--- src/rtl/dmem_arb_pkg.sv ---
// dmem_arb_pkg: shared definitions for the data-memory arbiter.
//   - state_e : arbiter FSM encoding (IDLE, ACCESS, DONE)
//   - OWNER_A / OWNER_B : one-bit requester IDs used for grants and the RR pointer
//   - other_owner() : the opposite requester ID, used to advance the RR pointer
package dmem_arb_pkg;

  typedef enum logic [1:0] {
    IDLE   = 2'd0,
    ACCESS = 2'd1,
    DONE   = 2'd2
  } state_e;

  localparam logic OWNER_A = 1'b0;
  localparam logic OWNER_B = 1'b1;

  function automatic logic other_owner(input logic owner);
    return ~owner;
  endfunction

endpackage

--- src/rtl/dmem_arb_pick.sv ---
// dmem_arb_pick: combinational winner selection between requesters A and B.
// Optional feature macro: DMEM_ARB_RR_EN (round-robin on contention; when
// undefined, A always wins contention and the pointer input is ignored).
// Ports:
//   a_req_i, b_req_i : pending requests
//   ptr_i            : round-robin pointer (port favoured on contention)
//   winner_o         : granted owner ID (OWNER_A when nobody requests)
module dmem_arb_pick
  import dmem_arb_pkg::*;
(
  input  logic a_req_i,
  input  logic b_req_i,
  input  logic ptr_i,
  output logic winner_o
);

`ifdef DMEM_ARB_RR_EN
  // Round-robin: a lone requester wins, contention goes to the pointer's port.
  always_comb begin
    if (a_req_i && b_req_i) begin
      winner_o = ptr_i;
    end else if (b_req_i) begin
      winner_o = OWNER_B;
    end else begin
      winner_o = OWNER_A;
    end
  end
`else
  // Fixed priority never looks at the pointer.
  logic unused_ptr_s;
  assign unused_ptr_s = ptr_i;

  // Fixed priority: B only wins when A is not requesting.
  always_comb begin
    if (b_req_i && !a_req_i) begin
      winner_o = OWNER_B;
    end else begin
      winner_o = OWNER_A;
    end
  end
`endif

endmodule

--- src/rtl/dmem_arbiter.sv ---
// dmem_arbiter: shares one single-port data memory between port A (core LSU)
// and port B (debug/DMA loader). Each grant runs IDLE -> ACCESS -> DONE: the
// winner's request is latched in IDLE, the memory is driven during ACCESS and
// the owner gets a one-cycle ack (with read data) in DONE.
// Optional feature macro: DMEM_ARB_RR_EN (round-robin contention resolution;
// default build is fixed priority with port A winning).
// Ports:
//   clk, rst                     : clock, synchronous active-high reset
//   A_*/B_* req/we/addr/wdata    : requester inputs, held until ack
//   A_*/B_* ack/rdata            : one-cycle completion pulse and read data
//   DMEM_address/data_in/mem_write/mem_read : memory drive, zero outside ACCESS
//   DMEM_data_out                : combinational memory read data
//   busy                         : FSM not in IDLE
module dmem_arbiter
  import dmem_arb_pkg::*;
#(
  parameter int ADDR_W = 32,
  parameter int DATA_W = 32
) (
  input  logic              clk,
  input  logic              rst,
  input  logic              A_req,
  input  logic              A_we,
  input  logic [ADDR_W-1:0] A_addr,
  input  logic [DATA_W-1:0] A_wdata,
  output logic              A_ack,
  output logic [DATA_W-1:0] A_rdata,
  input  logic              B_req,
  input  logic              B_we,
  input  logic [ADDR_W-1:0] B_addr,
  input  logic [DATA_W-1:0] B_wdata,
  output logic              B_ack,
  output logic [DATA_W-1:0] B_rdata,
  output logic [ADDR_W-1:0] DMEM_address,
  output logic [DATA_W-1:0] DMEM_data_in,
  output logic              DMEM_mem_write,
  output logic              DMEM_mem_read,
  input  logic [DATA_W-1:0] DMEM_data_out,
  output logic              busy
);

  state_e              state_q;
  logic                owner_q;
  logic                we_q;
  logic [ADDR_W-1:0]   addr_q;
  logic [DATA_W-1:0]   wdata_q;
  logic                a_ack_q;
  logic                b_ack_q;
  logic [DATA_W-1:0]   a_rdata_q;
  logic [DATA_W-1:0]   b_rdata_q;
  logic                ptr_s;
  logic                winner_s;

`ifdef DMEM_ARB_RR_EN
  logic ptr_q;
  assign ptr_s = ptr_q;
`else
  assign ptr_s = OWNER_A;
`endif

  dmem_arb_pick u_pick (
    .a_req_i  (A_req),
    .b_req_i  (B_req),
    .ptr_i    (ptr_s),
    .winner_o (winner_s)
  );

  // FSM, request latches, acks and read-data registers.
  always_ff @(posedge clk) begin
    if (rst) begin
      state_q   <= IDLE;
      owner_q   <= OWNER_A;
      we_q      <= 1'b0;
      addr_q    <= '0;
      wdata_q   <= '0;
      a_ack_q   <= 1'b0;
      b_ack_q   <= 1'b0;
      a_rdata_q <= '0;
      b_rdata_q <= '0;
`ifdef DMEM_ARB_RR_EN
      ptr_q     <= OWNER_A;
`endif
    end else begin
      // Acks are single-cycle: only the ACCESS->DONE edge raises one.
      a_ack_q <= 1'b0;
      b_ack_q <= 1'b0;
      case (state_q)
        IDLE: begin
          if (A_req || B_req) begin
            state_q <= ACCESS;
            owner_q <= winner_s;
            if (winner_s == OWNER_B) begin
              we_q    <= B_we;
              addr_q  <= B_addr;
              wdata_q <= B_wdata;
            end else begin
              we_q    <= A_we;
              addr_q  <= A_addr;
              wdata_q <= A_wdata;
            end
`ifdef DMEM_ARB_RR_EN
            ptr_q <= other_owner(winner_s);
`endif
          end else begin
            state_q <= IDLE;
          end
        end
        ACCESS: begin
          state_q <= DONE;
          if (owner_q == OWNER_B) begin
            b_ack_q <= 1'b1;
            if (!we_q) begin
              b_rdata_q <= DMEM_data_out;
            end else begin
              b_rdata_q <= b_rdata_q;
            end
          end else begin
            a_ack_q <= 1'b1;
            if (!we_q) begin
              a_rdata_q <= DMEM_data_out;
            end else begin
              a_rdata_q <= a_rdata_q;
            end
          end
        end
        DONE: begin
          state_q <= IDLE;
        end
        default: begin
          state_q <= IDLE;
        end
      endcase
    end
  end

  // Memory drive: only the ACCESS cycle touches the memory. Write is gated by
  // rst directly so a reset landing in ACCESS cannot commit a partial write.
  always_comb begin
    DMEM_address   = '0;
    DMEM_data_in   = '0;
    DMEM_mem_write = 1'b0;
    DMEM_mem_read  = 1'b0;
    if (state_q == ACCESS) begin
      DMEM_address   = addr_q;
      DMEM_data_in   = wdata_q;
      DMEM_mem_write = we_q & ~rst;
      DMEM_mem_read  = ~we_q;
    end else begin
      DMEM_mem_write = 1'b0;
      DMEM_mem_read  = 1'b0;
    end
  end

  assign A_ack   = a_ack_q;
  assign B_ack   = b_ack_q;
  assign A_rdata = a_rdata_q;
  assign B_rdata = b_rdata_q;
  assign busy    = (state_q != IDLE);

endmodule
--- config.mk ---
export PLATFORM = sky130hd
export DESIGN_NAME = dmem_arbiter
export DESIGN_NICKNAME = d
export VERILOG_FILES = /design/src/rtl/dmem_arb_pkg.sv /design/src/rtl/dmem_arb_pick.sv /design/src/rtl/dmem_arbiter.sv
export SDC_FILE = /design/constraint.sdc
export NUM_CORES = 1
export LEC_CHECK = 0
export CORE_ASPECT_RATIO = 0.9
export CORE_MARGIN = 1.5
export CORE_UTILIZATION = 40
export DETAILED_ROUTE_END_ITERATION = 10
export PLACE_DENSITY = 0.81
export SLEW_MARGIN = 20
export SYNTH_ARGS = -nofsm -noshare
export SYNTH_HDL_FRONTEND = slang
export SYNTH_SLANG_ARGS = --single-unit
--- constraint.sdc ---
create_clock -name clk -period 1.65 [get_ports clk]
set_input_delay 0.165 -clock clk [delete_from_list [all_inputs] [get_ports clk]]
set_output_delay 0.165 -clock clk [all_outputs]
set_load 0.05 [all_outputs]
# --- Word-level counts from Yosys, hierarchy flattened ---
# Index checks and enable logic that the tools add are counted.
# Widths: inputs -> output; s select.
totals:
  input_bits: 166
  output_inout_bits: 133
  wordCells: 36
  reg_bits: 134
op_classes:
  reduce_logical: 9
  n_mux: 12
  bitwise: 5
  eq_ne: 1
op_table:
  columns: ["operator", "n"]
  rows:
  - ["$mux 32", 4]
  - ["$mux 1", 7]
  - ["$reduce_and 3->1", 2]
  - ["$not 1->1", 4]
  - ["$pmux 2 s2", 1]
  - ["$eq 2x1->1 const B", 1]
  - ["$logic_not 2->1", 1]
  - ["$reduce_and 2->1", 1]
  - ["$reduce_bool 2->1", 1]
  - ["$reduce_or 2->1", 1]
  - ["$and 1x1->1", 1]
  - ["$logic_and 1x1->1", 1]
  - ["$logic_not 1->1", 1]
  - ["$logic_or 1x1->1", 1]

# --- Depth between registers and ports, before layout ---
# Gate-level depths: netlist of run 1.
logic_depth:
  word_depth: 4
  ltp_mapped: 6
  ltp_nobuf: 4

# --- Modules after synthesis ---
# From an unflattened synthesis of run 1, not the netlist that was laid out.
hier_totals:
  hier_cells: 673
  area_unflattened_um2: 5808.1
modules_own_cells:
  columns: ["mod", "cells_per_inst", "seq_area_each_um2", "area_per_inst_um2", "n_inst"]
  rows:
  - ["dmem_arbiter", 672, 2682.6, 5794.3, 1]
  - ["dmem_arb_pick", 1, 0.0, 13.8, 1]

# --- Least setup slack after synthesis of run 1 ---
# No wires, ideal clock.
synth_timing:
  path_kind: "register to output"
  from: "register state_q[0]"
  to: "output DMEM_address[0]"
  n_path_buf: 2
  t_arrival_ns: 1.411
  slack_ns: 0.074
  stages_incl_launch_ff: 5
  cell_sequence: "dfxtp_1 nor2b_1 clkbuf_1 clkbuf_1 and2_1"
synth_between:
  elab_chain_len: 2
synth_rtl:
  columns: ["element", "line", "rtl"]
  rows:
  - ["start: declaration", "dmem_arbiter.sv:42", "state_e state_q;"]
  - ["start signal: assignment", "dmem_arbiter.sv:71", "state_q <= IDLE;"]
  - ["start signal: assignment", "dmem_arbiter.sv:90", "state_q <= ACCESS;"]
  - ["start signal: assignment", "dmem_arbiter.sv:105", "state_q <= IDLE;"]
  - ["$eq 2x1->1", "dmem_arbiter.sv:143", "if (state_q == ACCESS) begin"]
  - ["$mux 32", "dmem_arbiter.sv:143", null]
  - ["end: declaration", "dmem_arbiter.sv:34", "output logic [ADDR_W-1:0] DMEM_address,"]
# No other way between the ends.

# --- Worst setup path in the final report of run 1 ---
layout_timing:
  from: "register state_q[0]"
  to: "output DMEM_address[30]"
# The elaborated chain is that of the path after synthesis.

==> impl_summary.log, run 1 <==
INFO  metric outcome = finished with violations
INFO  metric failed_checks = negative setup slack
INFO  metric cts.path.max_buffers = 2
INFO  metric post_synth_inst_count = 744
INFO  metric die_ht = 117 microns
INFO  metric timing.critical_path.to_type = primary output
INFO  metric post_synth_instance_area = 0.00574 sq mm
INFO  metric ys_async_sr_fraction = 0%
INFO  metric maxSlewHeadroom = 66.0%
INFO  metric yosysTopAreaCell = sky130_fd_sc_hd__dfxtp_1
INFO  metric synth.top_cell.area_share = 46.7%
INFO  metric critical_path.startpoint_type = flip-flop
INFO  metric cts_tree = built
INFO  metric yosys-top-cells-area = sky130_fd_sc_hd__dfxtp_1 (47%), sky130_fd_sc_hd__nand2_1 (17%), sky130_fd_sc_hd__a21oi_1 (11%)
INFO  metric antenna-diode-count = 0
INFO  metric floorplan.core_area = 0.0140 sq mm
INFO  metric timing.reg2reg.worst_path_depth = 5
INFO  metric wire_per_inst = 18.6 microns
INFO  metric die_area = 0.0151 sq mm
INFO  metric synth_most_common_cell = sky130_fd_sc_hd__nand2_1
INFO  metric synthesis.area_per_instance = 7.72 sq um
INFO  metric portBuffers = 298
INFO  metric floorplan.rows = 41
INFO  metric globalplace.congestion = 0.845
INFO  metric cts-hold-fix-buffers = 0
INFO  metric synth_common_cells = sky130_fd_sc_hd__nand2_1 (259), sky130_fd_sc_hd__dfxtp_1 (134), sky130_fd_sc_hd__a21oi_1 (130)
INFO  metric drt_drc = 0
INFO  metric hold_ws = 0.0884 ns
INFO  metric critPathArrivalTime = 1.54 ns
INFO  metric cts.clk_slew.worst_paths = 0.06 ns
INFO  metric power_density = 937 mW/mm^2
INFO  metric number_of_global_route_vias_before_repair = 6459
INFO  metric timing.final.crit_share = 104%
INFO  metric synth_nets = 910
INFO  metric dr_total_vias = 6612
INFO  metric layout_min_cycle_time = 1.71 ns
INFO  metric track_usage = 29.7%
INFO  metric finish.utilization = 75.2%
INFO  metric drv_cap = 0
INFO  metric antenna_found_initial = 0
INFO  metric die-width = 129 microns
INFO  metric congestion_overflow_gr = 0
INFO  metric r2r_start = state_q[1]$_SDFF_PP0_
INFO  metric setup-tns-final = -2.14 ns
INFO  metric clockRootBuffer = sky130_fd_sc_hd__clkbuf_16
INFO  metric worstPathRequired = 1.48 ns
INFO  metric clock_latency = 0.42 ns
INFO  metric synth_edf_count = 0
INFO  metric min_from = rst
INFO  metric highest_delay_cell_along_the_critical_path = sky130_fd_sc_hd__dfxtp_4
INFO  metric drt_initial_violations = 568
INFO  metric post_route_cells_drive_above_1_share = 24.3%
INFO  metric finalWorstSetupSlack = -0.0581 ns
INFO  metric routed_via_density = 5.38
INFO  metric timing.final.hold_violations = 0
INFO  metric worst_ir_drop_vdd = 0.000840 V
INFO  metric finalPower = 9.86 mW
INFO  metric yosysSeqAreaShare = 46.7%
INFO  metric maximum_number_of_pins_on_one_net_before_global_route_repair = 76
INFO  metric finalNetCount = 1190
INFO  metric synth_top_flop_cell = sky130_fd_sc_hd__dfxtp_1
INFO  metric worst_min_delay_path_category = input port to flip-flop
INFO  metric timing.hold.worst_path_depth = 2
INFO  metric maxSlewViolCount = 0
INFO  metric htreeDepth = 4
INFO  metric routed_wl = 22900 microns
INFO  metric final-instance-count-excl-fill = 1228
INFO  metric flow.area_growth_from_synthesis = 83.3%
INFO  metric crit_chain = nor2b_4 -> buf_6 -> buf_16 -> and2_4 -> buf_12
INFO  metric cts_made_buffers = 17
INFO  metric drt-pass1-iter-count = 5
INFO  metric ys_seq_elements = 134
INFO  metric grt_pass1_wl = 34100 microns
INFO  metric path_max_fanout = 11
INFO  metric rsz0062_at_grt = yes
INFO  metric finClkSkew = 0.00488 ns
INFO  metric tritoncts_num_sinks = 134
INFO  metric post_synth_num_cell_types = 21
INFO  metric p_leak = 4.24 nW
INFO  metric worst_slew_pin_slew = 0.512 ns
INFO  metric dp_hpwl = 14700 microns
INFO  metric final-setup-viol-count = 61
INFO  metric achievable-frequency = 585 MHz
INFO  metric post-place-cells = 1186
INFO  metric effective_utilization_at_floorplan = 41.0%
INFO  metric critical_path_class = flip-flop to primary output
INFO  metric whs_endpoint = addr_q[9]$_SDFFE_PP0P_
INFO  metric yosysWarningCount = 0
INFO  metric drtAntennaViolNets = 0
INFO  metric timing.critical_path.slowest_cell_delay = 0.34 ns
INFO  metric reg2reg_setup_slack = 0.08 ns
INFO  metric reg2reg_to = A_rdata[12]$_SDFFE_PP0P_
INFO  metric ios = 299
[worst max path at each step]
stage	start	end	slack (ns)	depth (start not counted)
floorplan	state_q[0]$_SDFF_PP0_	DMEM_address[0]	0.07	4
global placement	A_req	addr_q[16]$_SDFFE_PP0P_	0.06	6
detailed placement	A_req	addr_q[23]$_SDFFE_PP0P_	-0.03	6
CTS	state_q[0]$_SDFF_PP0_	DMEM_data_in[2]	-0.05	5
global route	state_q[0]$_SDFF_PP0_	DMEM_data_in[15]	-0.09	5
finish	state_q[0]$_SDFF_PP0_	DMEM_address[30]	-0.06	5
[final cells by class]
type / count / area, sq um
Sequential cell: 134 / 2690
Fill cell: 963 / 3480
Timing Repair Buffer: 333 / 4100
Clock inverter: 13 / 136
Multi-Input combinational cell: 537 / 2930
Clock buffer: 17 / 425
Inverter: 1 / 3.75
Tap cell: 193 / 241
[worst max-delay path: cells and delay by family (launching register included)]
kind	cells	cell delay, ns
and+or+nand+nor	2	0.35
DFF	1	0.34
buffers and inverters	3	0.43
[per-layer routing]
layer | vias up | track usage, % | part of all wire (%)
li1 | 3087 | - | -
met4 | 0 | 16.0 | 5.4
met3 | 81 | 11.7 | 9.9
met5 | - | 0 | 0
met1 | 3061 | 31.4 | 35
met2 | 383 | 51.2 | 50
[state kept, by name (all words and copies together) (netlist names), 2 cells and up]
signal / count
B_rdata: 32
state_q: 2
wdata_q: 32
A_rdata: 32
addr_q: 32
[power by group]
group	internal, mW	total, mW	switching (mW)
combinational	1.24	2.59	1.36
sequential	3.49	3.63	0.142
clock	2.20	3.63	1.44
[kinds of logic (layout without fill, tap and decap cells)]
logic type | Yosys count | after routing | synth area share, %
compound gates | 196 | 196 | 21.3
simple gates | 341 | 341 | 26.1
buf+inv | 73 | 364 | 5.88
flops | 134 | 134 | 46.7
[what timing repair did]
| action | in CTS | in global routing |
|---|---|---|
| pin swaps | 31 | 11 |
| setup endpoints to repair | 90 | 65 |
| buffers inserted | 5 | 1 |
| cloned | 4 | 2 |
| resized for setup | 105 | 2 |
[per-stage QoR]
step / worst slack [ns] / cell area (sq um)
CTS: -0.0501 / 10500
global placement: 0.0559 / 9580
global route: -0.0881 / 10500
detailed placement: -0.0335 / 9580
floorplan: 0.0743 / 5740
finish: -0.0581 / 10500
[cells in the final DEF, fill, tap and decap left out]
master,instances
sky130_fd_sc_hd__and2_4,64
sky130_fd_sc_hd__buf_6,4
sky130_fd_sc_hd__nor2_2,1
sky130_fd_sc_hd__or4b_1,1
sky130_fd_sc_hd__nand2b_4,1
sky130_fd_sc_hd__nor2_4,2
sky130_fd_sc_hd__nor2b_4,2
sky130_fd_sc_hd__clkbuf_16,19
sky130_fd_sc_hd__nand2_1,259
sky130_fd_sc_hd__inv_2,1
sky130_fd_sc_hd__buf_12,82
sky130_fd_sc_hd__a311oi_1,65
sky130_fd_sc_hd__clkinv_2,4
sky130_fd_sc_hd__and2_1,2
sky130_fd_sc_hd__clkinvlp_4,4
sky130_fd_sc_hd__buf_4,52
sky130_fd_sc_hd__dfxtp_4,2
sky130_fd_sc_hd__nor3_1,2
sky130_fd_sc_hd__and4bb_2,1
sky130_fd_sc_hd__nand4bb_1,1
sky130_fd_sc_hd__buf_16,4
sky130_fd_sc_hd__dfxtp_1,132
sky130_fd_sc_hd__nor2_1,2
sky130_fd_sc_hd__nor4b_4,1
sky130_fd_sc_hd__or2_2,1
sky130_fd_sc_hd__nand2b_2,1
sky130_fd_sc_hd__clkdlybuf4s50_1,164
sky130_fd_sc_hd__a21oi_1,130
sky130_fd_sc_hd__dlygate4sd2_1,25
sky130_fd_sc_hd__bufinv_16,2
sky130_fd_sc_hd__clkinv_4,3
sky130_fd_sc_hd__o21ai_0,1
Note: power is estimated with default switching activity, not from simulation.
==> run 2: changes to the inputs <==
- MAX_ROUTING_LAYER: not set -> met4
==> impl_summary.log, run 2 (synthesis gave the netlist of run 1 again) <==
INFO  metric outcome = finished with violations
INFO  metric failed_checks = negative setup slack
INFO  metric achievable-frequency = 585 MHz (about the same)
INFO  metric maxSlewViolCount = 0 (unchanged)
INFO  metric placed_cell_area = 0.00958 sq mm (unchanged)
INFO  metric p_leak = 4.24 nW (unchanged)
INFO  metric routed_via_density = 5.40 (+0.27%)
INFO  metric worst_slew_pin_slew = 0.513 ns (+0.000650 ns)
INFO  metric dp_worst_setup_slack = -0.0335 ns (unchanged)
INFO  metric critical_path_class = flip-flop to primary output
INFO  metric worstPathRequired = 1.48 ns (about the same)
INFO  metric cts_made_buffers = 17 (unchanged)
INFO  metric maxSlewHeadroom = 65.9% (about the same)
INFO  metric drt-pass1-iter-count = 5 (unchanged)
INFO  metric reg2reg_setup_slack = 0.08 ns (about the same)
INFO  metric critPathLaunch = state_q[0]$_SDFF_PP0_
INFO  metric grt_pass1_wl = 34100 microns (unchanged)
INFO  metric number_of_global_route_vias_before_repair = 6472 (+0.20%)
INFO  metric drt_drc = 0 (unchanged)
INFO  metric r2r_start = state_q[1]$_SDFF_PP0_
INFO  metric timing.final.hold_violations = 0 (unchanged)
INFO  metric dr_total_vias = 6630 (+0.27%)
INFO  metric power_density = 937 mW/mm^2 (about the same)
INFO  metric most-common-layout-cells = sky130_fd_sc_hd__nand2_1 (259), sky130_fd_sc_hd__clkdlybuf4s50_1 (164), sky130_fd_sc_hd__dfxtp_1 (132)
INFO  metric drtAntennaViolNets = 0 (unchanged)
INFO  metric final_common_cell = sky130_fd_sc_hd__nand2_1
INFO  metric cts.path.max_buffers = 2 (unchanged)
INFO  metric die_ht = 117 microns (unchanged)
INFO  metric top_layer_used = met4
INFO  metric finalNetCount = 1190 (unchanged)
INFO  metric timing.final.crit_share = 104% (about the same)
INFO  metric rsz0062_at_grt = yes
INFO  metric clockRootBuffer = sky130_fd_sc_hd__clkbuf_16
INFO  metric ios = 299 (unchanged)
INFO  metric tritoncts_num_sinks = 134 (unchanged)
INFO  metric finClkSkew = 0.00615 ns (+0.00127 ns)
INFO  metric drt_initial_violations = 515 (-9.3%)
INFO  metric maximum_number_of_pins_on_one_net_before_global_route_repair = 76 (unchanged)
INFO  metric congestion_overflow_gr = 0 (unchanged)
INFO  metric track_usage = 30.6% (+0.91 points)
INFO  metric critical_path.startpoint_type = flip-flop
INFO  metric post_route_cells_drive_above_1_share = 24.3% (unchanged)
INFO  metric path_max_fanout = 11 (unchanged)
INFO  metric drv_cap = 0 (unchanged)
INFO  metric die_area = 0.0151 sq mm (unchanged)
INFO  metric layout.cell_area.non_filler = 0.0105 sq mm (unchanged)
INFO  metric antenna-diode-count = 0 (unchanged)
INFO  metric htreeDepth = 4 (unchanged)
INFO  metric wire_per_inst = 18.7 microns (+0.72%)
INFO  metric portBuffers = 298 (unchanged)
INFO  metric layout_min_cycle_time = 1.71 ns (+0.00150 ns)
INFO  metric clock_latency = 0.42 ns (about the same)
INFO  metric floorplan.core_area = 0.0140 sq mm (unchanged)
INFO  metric flow.area_growth_from_synthesis = 83.3% (unchanged)
INFO  metric antenna_found_initial = 0 (unchanged)
INFO  metric finish.utilization = 75.2% (unchanged)
INFO  metric worst_ir_drop_vdd = 0.000838 V (-0.17%)
INFO  metric critPathArrivalTime = 1.54 ns (about the same)
INFO  metric cts_tree = built
INFO  metric floorplan.rows = 41 (unchanged)
INFO  metric cts-hold-fix-buffers = 0 (unchanged)
INFO  metric cts.clk_slew.worst_paths = 0.06 ns (about the same)
INFO  metric dp_hpwl = 14700 microns (unchanged)
INFO  metric final-setup-viol-count = 62 (+1.6%)
INFO  metric post-place-cells = 1186 (unchanged)
INFO  metric effective_utilization_at_floorplan = 41.0% (unchanged)
INFO  metric detailroute.wirelength.met2 = 11600 microns (+2.3%)
INFO  metric min_from = rst
INFO  metric timing.critical_path.to_type = primary output
INFO  metric met3_wirelength = 2120 microns (-6.9%)
INFO  metric die-width = 129 microns (unchanged)
INFO  metric routedLengthMet1 = 8210 microns (+2.8%)
INFO  metric worst_min_delay_path_category = input port to flip-flop
INFO  metric routed_wl = 23000 microns (+0.72%)
INFO  metric final-instance-count-excl-fill = 1228 (unchanged)
INFO  metric globalplace.congestion = 0.858 (+1.6%)
INFO  metric setup-tns-final = -2.25 ns (-0.107 ns)
INFO  metric finalWorstSetupSlack = -0.0596 ns (-0.00150 ns)
## run 2: cell counts in the layout (fill, tap and decap cells not counted)
Identical to the previous run, type by type.
## run 2: what timing repair did
action	CTS	global route
cloned	4	2
endpoints found under the setup margin	90	65
setup buffers	5	1
gates resized for setup	105	2
pin swaps	31	10
## run 2: path summary, 6_finish.rpt
kind	end	cells after the start
worst max-delay path	DMEM_data_in[5]	5
worst min-delay path	addr_q[18]$_SDFFE_PP0P_	2
worst max register to register	A_rdata[12]$_SDFFE_PP0P_	5
worst min register to register	B_rdata[23]$_SDFFE_PP0P_	2
## run 2: power by group
group,leakage (nW),internal (mW),switching (mW)
logic,2.87,1.24,1.36
registers,1.10,3.49,0.142
clock network,0.266,2.20,1.43
total,4.24,6.92,2.94
## run 2: final cells by class
cell class / instances / area [sq um]
Tap cell: 193 / 241
Clock buffer: 17 / 425
Inverter: 1 / 3.75
Sequential cell: 134 / 2690
Multi-Input combinational cell: 537 / 2930
Fill cell: 963 / 3480
Timing Repair Buffer: 333 / 4100
Clock inverter: 13 / 136
## run 2: metrics by stage
stage	hold slack (ns)	power, mW
2_1_floorplan	0.301	4.86
3_3_place_gp	0.441	6.00
3_5_place_dp	0.446	6.04
4_1_cts	0.0766	9.82
5_1_grt	0.0853	10.2
6_report	0.0933	9.86
## run 2: worst max-delay path: stages, from the launching register on
cell                      delay [ns]
sky130_fd_sc_hd__dfxtp_4        0.34
sky130_fd_sc_hd__nor2b_4        0.18
sky130_fd_sc_hd__buf_6          0.16
sky130_fd_sc_hd__buf_16         0.14
sky130_fd_sc_hd__and2_4         0.16
sky130_fd_sc_hd__buf_12         0.13
## run 2: layer usage
metal | vias to the layer above | global-route usage (%)
met5 | - | -
met2 | 326 | 51.6
met3 | 75 | 11.5
li1 | 3086 | -
met4 | 0 | 15.6
met1 | 3143 | 31.4
==> run 3: changes to the inputs <==
- CAP_MARGIN: not set -> 20
==> results of run 3 <==
Same layout as run 2: the final DEF is identical, and so are final timing and power.
